==> src/rtl/load_store_unit_pkg.sv <==
// Shared definitions for the load/store unit: funct3 width codes, FSM states and decode helpers.
package load_store_unit_pkg;

    localparam logic [2:0] LSU_B  = 3'b000;
    localparam logic [2:0] LSU_H  = 3'b001;
    localparam logic [2:0] LSU_W  = 3'b010;
    localparam logic [2:0] LSU_D  = 3'b011;
    localparam logic [2:0] LSU_BU = 3'b100;
    localparam logic [2:0] LSU_HU = 3'b101;
    localparam logic [2:0] LSU_WU = 3'b110;

    typedef enum logic [2:0] {
        ST_IDLE  = 3'd0,
        ST_REQ   = 3'd1,
        ST_WAIT  = 3'd2,
        ST_RESP  = 3'd3,
        ST_REQ2  = 3'd4,
        ST_WAIT2 = 3'd5
    } lsu_state_e;

    function automatic logic [3:0] size_bytes(input logic [2:0] f3);
        return 4'd1 << f3[1:0];
    endfunction

    // Stores have no unsigned variants; 64-bit codes only exist on a 64-bit datapath.
    function automatic logic funct3_legal(input logic [2:0] f3, input logic store, input int xlen);
        logic ok;
        ok = 1'b1;
        if (f3 == 3'b111) ok = 1'b0;
        if (xlen == 32 && (f3 == LSU_D || f3 == LSU_WU)) ok = 1'b0;
        if (store && f3[2]) ok = 1'b0;
        return ok;
    endfunction

endpackage

==> src/rtl/load_store_unit_if.sv <==
// Execute-side request/response handshake and data-bus interfaces of the load/store unit.
interface lsu_exec_if #(parameter int XLEN = 32, parameter int ADDR_W = 32);
    logic              req_valid;
    logic              req_ready;
    logic              req_store;
    logic [2:0]        req_funct3;
    logic [ADDR_W-1:0] req_addr;
    logic [XLEN-1:0]   req_wdata;
    logic              rsp_valid;
    logic [XLEN-1:0]   rsp_rdata;
    logic              rsp_error;

    modport master (output req_valid, req_store, req_funct3, req_addr, req_wdata,
                    input  req_ready, rsp_valid, rsp_rdata, rsp_error);
    modport slave  (input  req_valid, req_store, req_funct3, req_addr, req_wdata,
                    output req_ready, rsp_valid, rsp_rdata, rsp_error);
endinterface

interface lsu_bus_if #(parameter int XLEN = 32, parameter int ADDR_W = 32);
    logic              bus_req;
    logic              bus_gnt;
    logic              bus_we;
    logic [ADDR_W-1:0] bus_addr;
    logic [XLEN-1:0]   bus_wdata;
    logic [XLEN/8-1:0] bus_be;
    logic              bus_rvalid;
    logic [XLEN-1:0]   bus_rdata;
    logic              bus_err;

    modport master (output bus_req, bus_we, bus_addr, bus_wdata, bus_be,
                    input  bus_gnt, bus_rvalid, bus_rdata, bus_err);
    modport slave  (input  bus_req, bus_we, bus_addr, bus_wdata, bus_be,
                    output bus_gnt, bus_rvalid, bus_rdata, bus_err);
endinterface

==> src/rtl/lsu_lane_align.sv <==
// Combinational byte-lane alignment: store shift / byte-enable generation and load extract / extend.
module lsu_lane_align
    import load_store_unit_pkg::*;
#(
    parameter int XLEN   = 32,
    parameter int NB     = XLEN / 8,
    parameter int LANE_W = $clog2(NB)
) (
    input  logic [2:0]        funct3,
    input  logic [LANE_W-1:0] lane,
    input  logic [XLEN-1:0]   st_data,
    output logic [XLEN-1:0]   st_lo,
    output logic [XLEN-1:0]   st_hi,
    output logic [NB-1:0]     be_lo,
    output logic [NB-1:0]     be_hi,
    input  logic [XLEN-1:0]   ld_lo,
    input  logic [XLEN-1:0]   ld_hi,
    output logic [XLEN-1:0]   ld_data
);

    logic [XLEN-1:0]   size_mask;
    logic [NB-1:0]     be_mask;
    logic [2*XLEN-1:0] st_wide;
    logic [2*NB-1:0]   be_wide;
    logic [XLEN-1:0]   ld_shift;

    always_comb begin
        case (funct3[1:0])
            2'b00:   begin size_mask = XLEN'(8'hFF);         be_mask = NB'(4'h1); end
            2'b01:   begin size_mask = XLEN'(16'hFFFF);      be_mask = NB'(4'h3); end
            2'b10:   begin size_mask = XLEN'(32'hFFFF_FFFF); be_mask = NB'(4'hF); end
            default: begin size_mask = '1;                   be_mask = '1;        end
        endcase
    end

    // Two-word window: the upper half is the spill into the next bus word.
    assign st_wide  = {{XLEN{1'b0}}, st_data & size_mask} << {lane, 3'b000};
    assign be_wide  = {{NB{1'b0}}, be_mask} << lane;
    assign st_lo    = st_wide[XLEN-1:0];
    assign st_hi    = st_wide[2*XLEN-1:XLEN];
    assign be_lo    = be_wide[NB-1:0];
    assign be_hi    = be_wide[2*NB-1:NB];
    assign ld_shift = XLEN'({ld_hi, ld_lo} >> {lane, 3'b000});

    always_comb begin
        case (funct3)
            LSU_B:   ld_data = XLEN'($signed(ld_shift[7:0]));
            LSU_H:   ld_data = XLEN'($signed(ld_shift[15:0]));
            LSU_W:   ld_data = XLEN'($signed(ld_shift[31:0]));
            LSU_BU:  ld_data = XLEN'(ld_shift[7:0]);
            LSU_HU:  ld_data = XLEN'(ld_shift[15:0]);
            LSU_WU:  ld_data = XLEN'(ld_shift[31:0]);
            default: ld_data = ld_shift;
        endcase
    end

endmodule

==> src/rtl/load_store_unit.sv <==
// Multi-cycle load/store unit: one execute request -> one or two bus beats -> one response pulse.
// Define LSU_MISALIGNED_SPLIT_EN to service misaligned accesses (split across words) instead of faulting.
module load_store_unit
    import load_store_unit_pkg::*;
#(
    parameter int XLEN        = 32,
    parameter int ADDR_W      = 32,
    parameter int BUS_TIMEOUT = 0
) (
    input logic       clk,
    input logic       rst_n,
    lsu_exec_if.slave exe,
    lsu_bus_if.master bus
);

    localparam int NB     = XLEN / 8;
    localparam int LANE_W = $clog2(NB);
    localparam int TO_W   = (BUS_TIMEOUT > 1) ? $clog2(BUS_TIMEOUT) : 1;
`ifdef LSU_MISALIGNED_SPLIT_EN
    localparam bit SPLIT_EN = 1'b1;
`else
    localparam bit SPLIT_EN = 1'b0;
`endif

    lsu_state_e state_q, state_d;

    logic              op_store;
    logic [2:0]        op_funct3;
    logic [LANE_W-1:0] op_lane;
    logic              op_split;
    logic [ADDR_W-1:0] op_addr2;
    logic [XLEN-1:0]   wdata_hi_q;
    logic [NB-1:0]     be_hi_q;
    logic [XLEN-1:0]   rdata_lo_q;
    logic [TO_W-1:0]   to_cnt;
    logic              timeout_hit;

    logic              accept, req_bad, req_misal, req_cross;
    logic [3:0]        req_size;
    logic [LANE_W-1:0] req_lane;
    logic [ADDR_W-1:0] req_base;

    logic [2:0]        al_funct3;
    logic [LANE_W-1:0] al_lane;
    logic [XLEN-1:0]   al_ld_lo, al_ld_hi, al_ld, al_st_lo, al_st_hi;
    logic [NB-1:0]     al_be_lo, al_be_hi;

    logic              req_ready_d, rsp_valid_d, rsp_error_d, bus_req_d, bus_we_d;
    logic [XLEN-1:0]   rsp_rdata_d, bus_wdata_d;
    logic [ADDR_W-1:0] bus_addr_d;
    logic [NB-1:0]     bus_be_d;

    assign accept    = exe.req_valid & exe.req_ready;
    assign req_size  = size_bytes(exe.req_funct3);
    assign req_lane  = exe.req_addr[LANE_W-1:0];
    assign req_base  = {exe.req_addr[ADDR_W-1:LANE_W], LANE_W'(0)};
    assign req_misal = (exe.req_addr[3:0] & (req_size - 4'd1)) != 4'd0;
    assign req_cross = (int'(req_lane) + int'(req_size)) > NB;
    assign req_bad   = !funct3_legal(exe.req_funct3, exe.req_store, XLEN) || (req_misal && !SPLIT_EN);

    assign timeout_hit = (BUS_TIMEOUT != 0) && (to_cnt == TO_W'(BUS_TIMEOUT - 1));

    // The aligner serves the incoming request in IDLE and the latched one afterwards.
    assign al_funct3 = (state_q == ST_IDLE) ? exe.req_funct3 : op_funct3;
    assign al_lane   = (state_q == ST_IDLE) ? req_lane : op_lane;
    assign al_ld_lo  = (state_q == ST_WAIT2) ? rdata_lo_q : bus.bus_rdata;
    assign al_ld_hi  = (state_q == ST_WAIT2) ? bus.bus_rdata : '0;

    lsu_lane_align #(.XLEN(XLEN)) u_align (
        .funct3  (al_funct3),
        .lane    (al_lane),
        .st_data (exe.req_wdata),
        .st_lo   (al_st_lo),
        .st_hi   (al_st_hi),
        .be_lo   (al_be_lo),
        .be_hi   (al_be_hi),
        .ld_lo   (al_ld_lo),
        .ld_hi   (al_ld_hi),
        .ld_data (al_ld)
    );

    always_ff @(posedge clk or negedge rst_n) begin
        if (!rst_n) state_q <= ST_IDLE;
        else        state_q <= state_d;
    end

    always_comb begin
        state_d = state_q;
        case (state_q)
            ST_IDLE:  if (accept) state_d = req_bad ? ST_RESP : ST_REQ;
            ST_REQ:   if (bus.bus_gnt) state_d = ST_WAIT;
                      else if (timeout_hit) state_d = ST_RESP;
            ST_WAIT:  if (bus.bus_rvalid) state_d = (op_split && !bus.bus_err) ? ST_REQ2 : ST_RESP;
                      else if (timeout_hit) state_d = ST_RESP;
            ST_REQ2:  if (bus.bus_gnt) state_d = ST_WAIT2;
                      else if (timeout_hit) state_d = ST_RESP;
            ST_WAIT2: if (bus.bus_rvalid || timeout_hit) state_d = ST_RESP;
            default:  state_d = ST_IDLE;
        endcase
    end

    always_comb begin
        req_ready_d = (state_d == ST_IDLE);
        rsp_valid_d = (state_d == ST_RESP);
        bus_req_d   = (state_d == ST_REQ) || (state_d == ST_REQ2);
        rsp_error_d = exe.rsp_error;
        rsp_rdata_d = exe.rsp_rdata;
        bus_we_d    = bus.bus_we;
        bus_addr_d  = bus.bus_addr;
        bus_wdata_d = bus.bus_wdata;
        bus_be_d    = bus.bus_be;
        case (state_q)
            ST_IDLE: if (accept) begin
                rsp_error_d = req_bad;
                rsp_rdata_d = '0;
                bus_we_d    = exe.req_store;
                bus_addr_d  = req_base;
                bus_wdata_d = al_st_lo;
                bus_be_d    = al_be_lo;
            end
            ST_REQ, ST_REQ2: if (!bus.bus_gnt && timeout_hit) rsp_error_d = 1'b1;
            ST_WAIT: begin
                if (bus.bus_rvalid) begin
                    if (bus.bus_err) rsp_error_d = 1'b1;
                    else if (op_split) begin
                        bus_addr_d  = op_addr2;
                        bus_wdata_d = wdata_hi_q;
                        bus_be_d    = be_hi_q;
                    end else if (!op_store) rsp_rdata_d = al_ld;
                end else if (timeout_hit) rsp_error_d = 1'b1;
            end
            ST_WAIT2: begin
                if (bus.bus_rvalid) begin
                    if (bus.bus_err) rsp_error_d = 1'b1;
                    else if (!op_store) rsp_rdata_d = al_ld;
                end else if (timeout_hit) rsp_error_d = 1'b1;
            end
            default: ;
        endcase
    end

    always_ff @(posedge clk or negedge rst_n) begin
        if (!rst_n) begin
            exe.req_ready <= 1'b1;
            exe.rsp_valid <= 1'b0;
            exe.rsp_error <= 1'b0;
            exe.rsp_rdata <= '0;
            bus.bus_req   <= 1'b0;
            bus.bus_we    <= 1'b0;
            bus.bus_addr  <= '0;
            bus.bus_wdata <= '0;
            bus.bus_be    <= '0;
        end else begin
            exe.req_ready <= req_ready_d;
            exe.rsp_valid <= rsp_valid_d;
            exe.rsp_error <= rsp_error_d;
            exe.rsp_rdata <= rsp_rdata_d;
            bus.bus_req   <= bus_req_d;
            bus.bus_we    <= bus_we_d;
            bus.bus_addr  <= bus_addr_d;
            bus.bus_wdata <= bus_wdata_d;
            bus.bus_be    <= bus_be_d;
        end
    end

    always_ff @(posedge clk or negedge rst_n) begin
        if (!rst_n) begin
            op_store   <= 1'b0;
            op_funct3  <= '0;
            op_lane    <= '0;
            op_split   <= 1'b0;
            op_addr2   <= '0;
            wdata_hi_q <= '0;
            be_hi_q    <= '0;
            rdata_lo_q <= '0;
        end else begin
            if (accept) begin
                op_store   <= exe.req_store;
                op_funct3  <= exe.req_funct3;
                op_lane    <= req_lane;
                op_split   <= req_cross && SPLIT_EN;
                op_addr2   <= req_base + ADDR_W'(NB);
                wdata_hi_q <= al_st_hi;
                be_hi_q    <= al_be_hi;
            end
            if (state_q == ST_WAIT && bus.bus_rvalid) rdata_lo_q <= bus.bus_rdata;
        end
    end

    // Restarts on every state change, so REQ and WAIT each get the full budget.
    always_ff @(posedge clk or negedge rst_n) begin
        if (!rst_n)                  to_cnt <= '0;
        else if (state_d != state_q) to_cnt <= '0;
        else                         to_cnt <= to_cnt + 1'b1;
    end

endmodule

==> src/flat_wrapper.sv <==
// flat-port wrapper written by rule: the top's interface ports become plain ports
module load_store_unit_flat import load_store_unit_pkg::*;
#(
    parameter int XLEN        = 32,
    parameter int ADDR_W      = 32,
    parameter int BUS_TIMEOUT = 0
)
  (clk, rst_n, exe_req_valid, exe_req_store, exe_req_funct3, exe_req_addr, exe_req_wdata, exe_req_ready, exe_rsp_valid, exe_rsp_rdata, exe_rsp_error, bus_bus_req, bus_bus_we, bus_bus_addr, bus_bus_wdata, bus_bus_be, bus_bus_gnt, bus_bus_rvalid, bus_bus_rdata, bus_bus_err);
  lsu_exec_if #(.XLEN(XLEN), .ADDR_W(ADDR_W)) exe_i ();
  lsu_bus_if #(.XLEN(XLEN), .ADDR_W(ADDR_W)) bus_i ();
  input logic clk;
  input logic rst_n;
  input wire logic [$bits(exe_i.req_valid)-1:0] exe_req_valid;
  input wire logic [$bits(exe_i.req_store)-1:0] exe_req_store;
  input wire logic [$bits(exe_i.req_funct3)-1:0] exe_req_funct3;
  input wire logic [$bits(exe_i.req_addr)-1:0] exe_req_addr;
  input wire logic [$bits(exe_i.req_wdata)-1:0] exe_req_wdata;
  output wire logic [$bits(exe_i.req_ready)-1:0] exe_req_ready;
  output wire logic [$bits(exe_i.rsp_valid)-1:0] exe_rsp_valid;
  output wire logic [$bits(exe_i.rsp_rdata)-1:0] exe_rsp_rdata;
  output wire logic [$bits(exe_i.rsp_error)-1:0] exe_rsp_error;
  output wire logic [$bits(bus_i.bus_req)-1:0] bus_bus_req;
  output wire logic [$bits(bus_i.bus_we)-1:0] bus_bus_we;
  output wire logic [$bits(bus_i.bus_addr)-1:0] bus_bus_addr;
  output wire logic [$bits(bus_i.bus_wdata)-1:0] bus_bus_wdata;
  output wire logic [$bits(bus_i.bus_be)-1:0] bus_bus_be;
  input wire logic [$bits(bus_i.bus_gnt)-1:0] bus_bus_gnt;
  input wire logic [$bits(bus_i.bus_rvalid)-1:0] bus_bus_rvalid;
  input wire logic [$bits(bus_i.bus_rdata)-1:0] bus_bus_rdata;
  input wire logic [$bits(bus_i.bus_err)-1:0] bus_bus_err;
  assign exe_i.req_valid = exe_req_valid;
  assign exe_i.req_store = exe_req_store;
  assign exe_i.req_funct3 = exe_req_funct3;
  assign exe_i.req_addr = exe_req_addr;
  assign exe_i.req_wdata = exe_req_wdata;
  assign exe_req_ready = exe_i.req_ready;
  assign exe_rsp_valid = exe_i.rsp_valid;
  assign exe_rsp_rdata = exe_i.rsp_rdata;
  assign exe_rsp_error = exe_i.rsp_error;
  assign bus_bus_req = bus_i.bus_req;
  assign bus_bus_we = bus_i.bus_we;
  assign bus_bus_addr = bus_i.bus_addr;
  assign bus_bus_wdata = bus_i.bus_wdata;
  assign bus_bus_be = bus_i.bus_be;
  assign bus_i.bus_gnt = bus_bus_gnt;
  assign bus_i.bus_rvalid = bus_bus_rvalid;
  assign bus_i.bus_rdata = bus_bus_rdata;
  assign bus_i.bus_err = bus_bus_err;
  load_store_unit #(.XLEN(XLEN), .ADDR_W(ADDR_W), .BUS_TIMEOUT(BUS_TIMEOUT)) u_core (.clk(clk), .rst_n(rst_n), .exe(exe_i), .bus(bus_i));
endmodule
==> config.mk <==
export PLATFORM = sky130hd
export DESIGN_NAME = load_store_unit_flat
export DESIGN_NICKNAME = d
export VERILOG_FILES = /design/src/rtl/load_store_unit_pkg.sv /design/src/rtl/load_store_unit_if.sv /design/src/rtl/lsu_lane_align.sv /design/src/rtl/load_store_unit.sv /design/src/flat_wrapper.sv
export SDC_FILE = /design/constraint.sdc
export NUM_CORES = 1
export LEC_CHECK = 0
export BUFFER_PORTS_ARGS = -buffer_cell sky130_fd_sc_hd__buf_4
export CORE_MARGIN = 2
export CORE_UTILIZATION = 30
export CTS_CLUSTER_DIAMETER = 50
export CTS_CLUSTER_SIZE = 20
export DETAILED_ROUTE_END_ITERATION = 10
export REMOVE_ABC_BUFFERS = 1
export SLEW_MARGIN = 20
export SYNTH_ARGS = -nofsm -noshare
export SYNTH_HDL_FRONTEND = slang
export SYNTH_SLANG_ARGS = --single-unit
==> constraint.sdc <==
create_clock -name clk -period 2.85 [get_ports clk]
set_input_delay 0.57 -clock clk [delete_from_list [all_inputs] [get_ports clk]]
set_output_delay 0.57 -clock clk [all_outputs]
set_load 0.02 [all_outputs]
## Word-level counts from Yosys, hierarchy flattened

Index checks and enable logic that the tools add are counted.

| operators by class | value |
|---|---|
| bitwise operators | 4 |
| reduce and logical (&&, ||, !) cells | 19 |
| equality and inequality tests | 22 |
| shift-type cells | 4 |
| add/subtract/negate cells | 1 |
| muxes and demuxes | 31 |

Operator list:

| cell | count |
|---|---|
| 32-bit two-way mux | 10 |
| 32-bit one-hot mux with 2 select lines | 2 |
| 32-bit one-hot mux with 4 select lines | 1 |
| 64-bit by 5-bit right shift with 32-bit output | 1 |
| 32-bit AND | 1 |
| 32-bit by 5-bit left shift with 32-bit output | 1 |
| 3-bit equality test (second input constant) | 7 |
| 3-bit two-way mux | 5 |
| 3-bit one-hot mux with 4 select lines | 1 |
| 3-bit by 1-bit equality test with 1-bit output (second input constant) | 3 |
| 3-bit by 2-bit equality test with 1-bit output (second input constant) | 3 |
| 3-bit zero test | 3 |
| 4-bit two-way mux | 2 |
| 2-bit inequality test (second input constant) | 4 |
| 4-bit one-hot mux with 2 select lines | 1 |
| 7-bit AND reduction | 1 |
| 1-bit two-way mux | 6 |
| 2-bit by 1-bit inequality test with 1-bit output (second input constant) | 3 |
| 5-bit AND reduction | 1 |
| 4-bit AND | 1 |
| 2-bit two-way mux | 2 |
| 4-bit inequality test (second input constant) | 1 |
| 4-bit AND reduction | 1 |
| 2-bit nonzero test | 2 |
| 15 further kinds | 18 |

| word-level totals | value |
|---|---|
| output and inout port bits | 105 |
| input bits | 106 |
| flip-flop bits (word level) | 146 |
| word-level logic and storage cells | 95 |

## Longest topological paths before layout

| depth | value |
|---|---|
| word-level depth | 11 |
| mapped depth | 11 |
| depth with buffers taken out | 6 |

## Hierarchy

Synthesis repeated with hierarchy kept, for this count alone.

| second synthesis, totals | value |
|---|---|
| cell total of the unflattened synthesis | 825 |
| area total of the unflattened synthesis | 8481.9 um2 |

By module, submodules not included:

| module | instances | cells each | area an instance (um2) | seq. area each (um2) |
|---|---|---|---|---|
| load_store_unit | 1 | 551 | 6553.8 | 3604.7 |
| lsu_lane_align | 1 | 274 | 1928.1 | 0.0 |

## Worst setup path before layout

OpenSTA, ideal clock, no wires.

| timing | value |
|---|---|
| path kind | input to register |
| from | input exe_req_addr[1] |
| to | register u_core.exe.rsp_rdata[19] |
| required time | 2711 ps |
| stages on the path | 8 |
| library setup time | 139 ps |
| arrival | 2198 ps |
| path slack | 513 ps |
| buffers on the path | 2 |
| cells stage by stage | clkbuf_1 -> mux2i_1 -> mux2i_1 -> a32o_1 -> a311o_1 -> o221ai_2 -> buf_6 -> o31ai_2 |

| on the way | value |
|---|---|
| word-level cells in the longest chain between the ends | 7 |

RTL lines:

| what | line | source |
|---|---|---|
| start: declaration | flat_wrapper.sv:16 | `input wire logic [$bits(exe_i.req_addr)-1:0] exe_req_addr;` |
| 2-bit two-way mux | load_store_unit.sv:65 | `assign al_lane = (state_q == ST_IDLE) ? req_lane : op_lane;` |
| 64-bit by 5-bit right shift with 32-bit output | lsu_lane_align.sv:43 | `assign ld_shift = XLEN'({ld_hi, ld_lo} >> {lane, 3'b000});` |
| 32-bit one-hot mux with 4 select lines | lsu_lane_align.sv:46 | `case (funct3)` |
| 32-bit two-way mux | load_store_unit.sv:129, load_store_unit.sv:135 |  |
| 32-bit two-way mux | load_store_unit.sv:134 | `if (bus.bus_err) rsp_error_d = 1'b1;` |
| 32-bit two-way mux | load_store_unit.sv:123 | `if (bus.bus_rvalid) begin` |
| 32-bit one-hot mux with 2 select lines | load_store_unit.sv:112 | `case (state_q)` |
| end signal: assignment | load_store_unit.sv:157 | `exe.rsp_rdata <= rsp_rdata_d;` |
| end: declaration | load_store_unit_if.sv:16 | `output req_ready, rsp_valid, rsp_rdata, rsp_error);` |

Every way passes these cells. The select of a mux whose other input is x is not followed.
A chain may end at the register's enable or synchronous reset.

## Final worst setup path

| timing | value |
|---|---|
| from | register u_core.state_q[2] |
| to | register u_core.exe.rsp_rdata[25] |

| on the way | value |
|---|---|
| word-level cells in the longest chain between the ends | 8 |
| elaborated cells between the ends (all ways) | 26 |
| classes of those cells | eq/ne: 11; shift: 1; mux: 9; reduce/logical: 5 |

RTL lines:

| what | line | source |
|---|---|---|
| start: declaration | load_store_unit.sv:25 | `lsu_state_e state_q, state_d;` |
| start signal: assignment | load_store_unit.sv:84 | `else state_q <= state_d;` |
| 3-bit equality test / 3-bit zero test (equally long branches) | - |  |
| 32-bit two-way mux (tied with other cells) | load_store_unit.sv:66 | `assign al_ld_lo = (state_q == ST_WAIT2) ? rdata_lo_q : bus.bus_rdata;` |
| 64-bit by 5-bit right shift with 32-bit output (tied with other cells) | lsu_lane_align.sv:43 |  |
| 32-bit one-hot mux with 4 select lines | lsu_lane_align.sv:46 |  |
| 32-bit two-way mux | load_store_unit.sv:129, load_store_unit.sv:135 |  |
| 32-bit two-way mux | load_store_unit.sv:134 |  |
| 32-bit two-way mux | load_store_unit.sv:123 |  |
| 32-bit one-hot mux with 2 select lines | load_store_unit.sv:112 |  |

Parallel ways exist; a longest one is shown, timed or not. The select of a mux whose other input is x is not followed.

==> flow_metrics.py <==
metrics = {
    "run_status": {
        "status": "finished clean",
    },
    "floorplanning": {
        "die_h_um": 165,
        "ios": 211,
        "initial_core_util": 0.307,
        "die_w_um": 165,
        "die_area_sq_um": 27100,
        "core_sq_um": 25300,
        "num_rows": 58,
    },
    "critical_path": {
        "critPathRequiredTime_ns": 3.17,
        "path_cells": "or3_1 -> buf_4 -> mux2_2 -> buf_4 -> nor3_2 -> a211oi_1 -> o31ai_2",
        "crit_path_start_kind": "flop",
        "criticalPathCategory": "flop to flop",
        "crit_cells": 7,
        "crit_top_cell": "buf_4",
        "crit_buf_inv": 2,
        "crit_arrival_ns": 2.96,
        "cp-end-kind": "flop",
        "rr_worst_depth": 7,
        "cp_slowest_stage_delay_ns": 0.48,
        "cp_top_family": "simple AND/OR/NAND/NOR gates",
        "critical-path-slowest-cell": "nor3_2",
        "worst-path-max-fanout": 11,
    },
    "yosys": {
        "yosysWarnings": 0,
        "yosysUniqueCellTypes": 57,
        "synth_area_sq_um": 7750,
        "synth-main-ff-cell": "dfrtp_1",
        "syn_inst": 797,
        "postSynthAreaPerCell_sq_um": 9.72,
        "ys_ff_latch": 144,
        "synth_edf_count": 0,
        "yosysSeqAreaShare": 0.465,
        "async_flop_share": 1.00,
    },
    "cells_and_area": {
        "multi_input_area_sq_um": 3860,
        "finish.instance_area_sq_um": 10400,
        "utilization": 0.411,
        "n_fill_cell": 2508,
        "regArea_sq_um": 3600,
        "drive_gt1_frac": 0.338,
        "antenna_cells": 0,
        "syn2layout_area_growth_pct": 34.1,
        "layout.cells.non_filler": 1338,
        "final_nets": 1101,
    },
    "route": {
        "viasPerCell": 5.20,
        "drc": 0,
        "wl_mm": 25.4,
        "antenna_left": 0,
        "drt_iter0_markers": 567,
        "first_pass_iters": 5,
        "vias": 6951,
        "wire_per_inst_um": 19.0,
    },
    "placed_design": {
        "placedCellCount": 1305,
        "dp_slack_ns": 0.273,
        "place_congestion": 0.817,
        "dpl_cell_area_sq_um": 9760,
        "port_buffers": 208,
        "dp_hpwl_mm": 18.1,
    },
    "grt": {
        "grt_max_degree": 75,
        "gr-total-overflow": 0,
        "track_usage": 0.185,
        "grt_pass1_wl_mm": 38.5,
        "grt_pass1_vias": 6787,
        "grt_antenna_before_repair": 0,
    },
    "timing": {
        "clock_skew_ns": 0.00863,
        "drv_slew": 0,
        "hold_violations": 0,
        "timing.hold.ws_ns": 0.348,
        "setup_viol": 0,
        "post-route-min-period_ns": 2.64,
        "fmax_ghz": 0.379,
        "timing.final.crit_share": 0.925,
        "rsz0062_at_grt": "false",
        "fin_setup_tns_ns": 0,
        "worst_pin_slew_ns": 0.716,
        "slew_headroom": 0.521,
        "fin_ws_ns": 0.214,
    },
    "pwr": {
        "ir_drop_mv": 0.643,
        "p_leak_nw": 4.98,
        "total_power_mw": 12.7,
        "power_density_nw_per_um2": 1220,
    },
    "clock_tree": {
        "cts_tree": "done",
        "cts-root-buf": "clkbuf_16",
        "ctsResizeCount": 0,
        "cts_max_path_buffers": 2,
        "cts_num_sinks": 144,
        "clk_pin_slew_ns": 0.07,
        "htree_levels": 4,
        "clk_latency_ns": 0.41,
        "numCtsBuffers": 17,
    },
    "worst_hold_path": {
        "hold_path.class": "input pin to flop",
        "hold_depth": 3,
    },
    "flow_run": {
        "cap_violations": 0,
    },
}
-- layer usage --
metal	routed length, um	share of wire	global-route usage
met2	11600	0.46	0.297
met1	11200	0.44	0.255
met3	2380	0.094	0.0412
met4	210	0.0083	0.0395
met5	0	0	0
-- worst register-to-register path, delay by kind of cell (launching register included) --
kind	cells	cell delay [ns]
DFF	1	0.38
AOI/OAI and AO/OA	2	0.42
buffers and inverters	2	0.44
muxes	1	0.36
and+or+nand+nor	2	0.95
-- logic make-up after synthesis --
logic type,synth area share
and+or+nand+nor,0.151
AOI/OAI and AO/OA,0.167
DFF,0.465
muxes,0.172
buffers and inverters,0.0420
xor gates and xnor gates,0.00113
other,0.000484
-- area by class of cell --
type	instances	share of cell area
multi-input cells	587	0.371
flip-flops and latches	144	0.347
repair buffers	239	0.181
clock buffers	20	0.0440
well taps	330	0.0398
clock inverters	12	0.0152
inverters	6	0.00217
-- cell usage after synthesis, drive strengths merged, types with 13 or more instances --
cell | count | area [sq um]
o21ai | 40 | 204
buf | 29 | 183
clkbuf | 32 | 120
mux2i | 78 | 801
nor2 | 39 | 154
nand3 | 16 | 80.1
nand2 | 192 | 721
o31ai | 15 | 163
o22ai | 13 | 81.3
dfrtp | 143 | 3580
mux2 | 45 | 510
a21oi | 30 | 150
-- state kept, by name (all words and copies together), names as in the netlist, 2 cells and up --
register and cells:
u_core.state_q 3, u_core.exe.rsp_rdata 32, u_core.rdata_lo_q 32, u_core.bus.bus_addr 30
u_core.op_funct3 3, u_core.bus.bus_be 4, u_core.op_lane 2, u_core.bus.bus_wdata 32
-- layout by cell type, fill, tap and decap left out, drive strengths merged, types with 3 or more instances in the layout --
cell type  instances
a22oi              3
a211oi             7
a21o               3
inv                8
nand2            192
nor3              11
mux2i             78
a32oi              4
clkinv             4
and3               8
a21oi             30
buf              238
a31oi              7
nand3             16
nor2              39
dfrtp            143
nand2b             6
clkbuf            20
a32o               9
mux2              45
a221oi            10
clkinvlp           3
o31ai             15
o21ai             40
bufinv             3
o221ai             8
o21a               7
o22ai             13
o211ai            10
a22o               8
-- power breakdown --
group	total, mW	internal [mW]	leakage (nW)	switching (mW)
sequential	3.67	3.01	1.81	0.659
combinational	6.69	2.81	2.88	3.87
clock	2.36	1.43	0.293	0.933
total	12.7	7.25	4.98	5.47
-- timing repair --
action                                 in CTS  in global routing
hold buffers                                1                  0
setup buffers                               0                  0
endpoints found under the hold margin       1                  0
-- path summary, 6_finish.rpt --
kind	startpoint	slack (ns)	end
worst max-delay path	u_core.state_q[2]$_DFF_PN0_	0.21	u_core.exe.rsp_rdata[25]$_DFFE_PN0P_
worst min-delay path	exe_req_addr[13]	0.35	u_core.bus.bus_addr[13]$_DFFE_PN0P_
worst max register to register	u_core.state_q[2]$_DFF_PN0_	0.21	u_core.exe.rsp_rdata[25]$_DFFE_PN0P_
worst min register to register	u_core.bus.bus_be[3]$_DFFE_PN0P_	0.47	u_core.bus.bus_be[3]$_DFFE_PN0P_
max in group asynchronous	rst_n	1.75	u_core.bus.bus_wdata[21]$_DFFE_PN0P_
min in group asynchronous	rst_n	0.49	u_core.exe.rsp_rdata[1]$_DFFE_PN0P_
No activity file was read; power rests on OpenSTA's default activity.
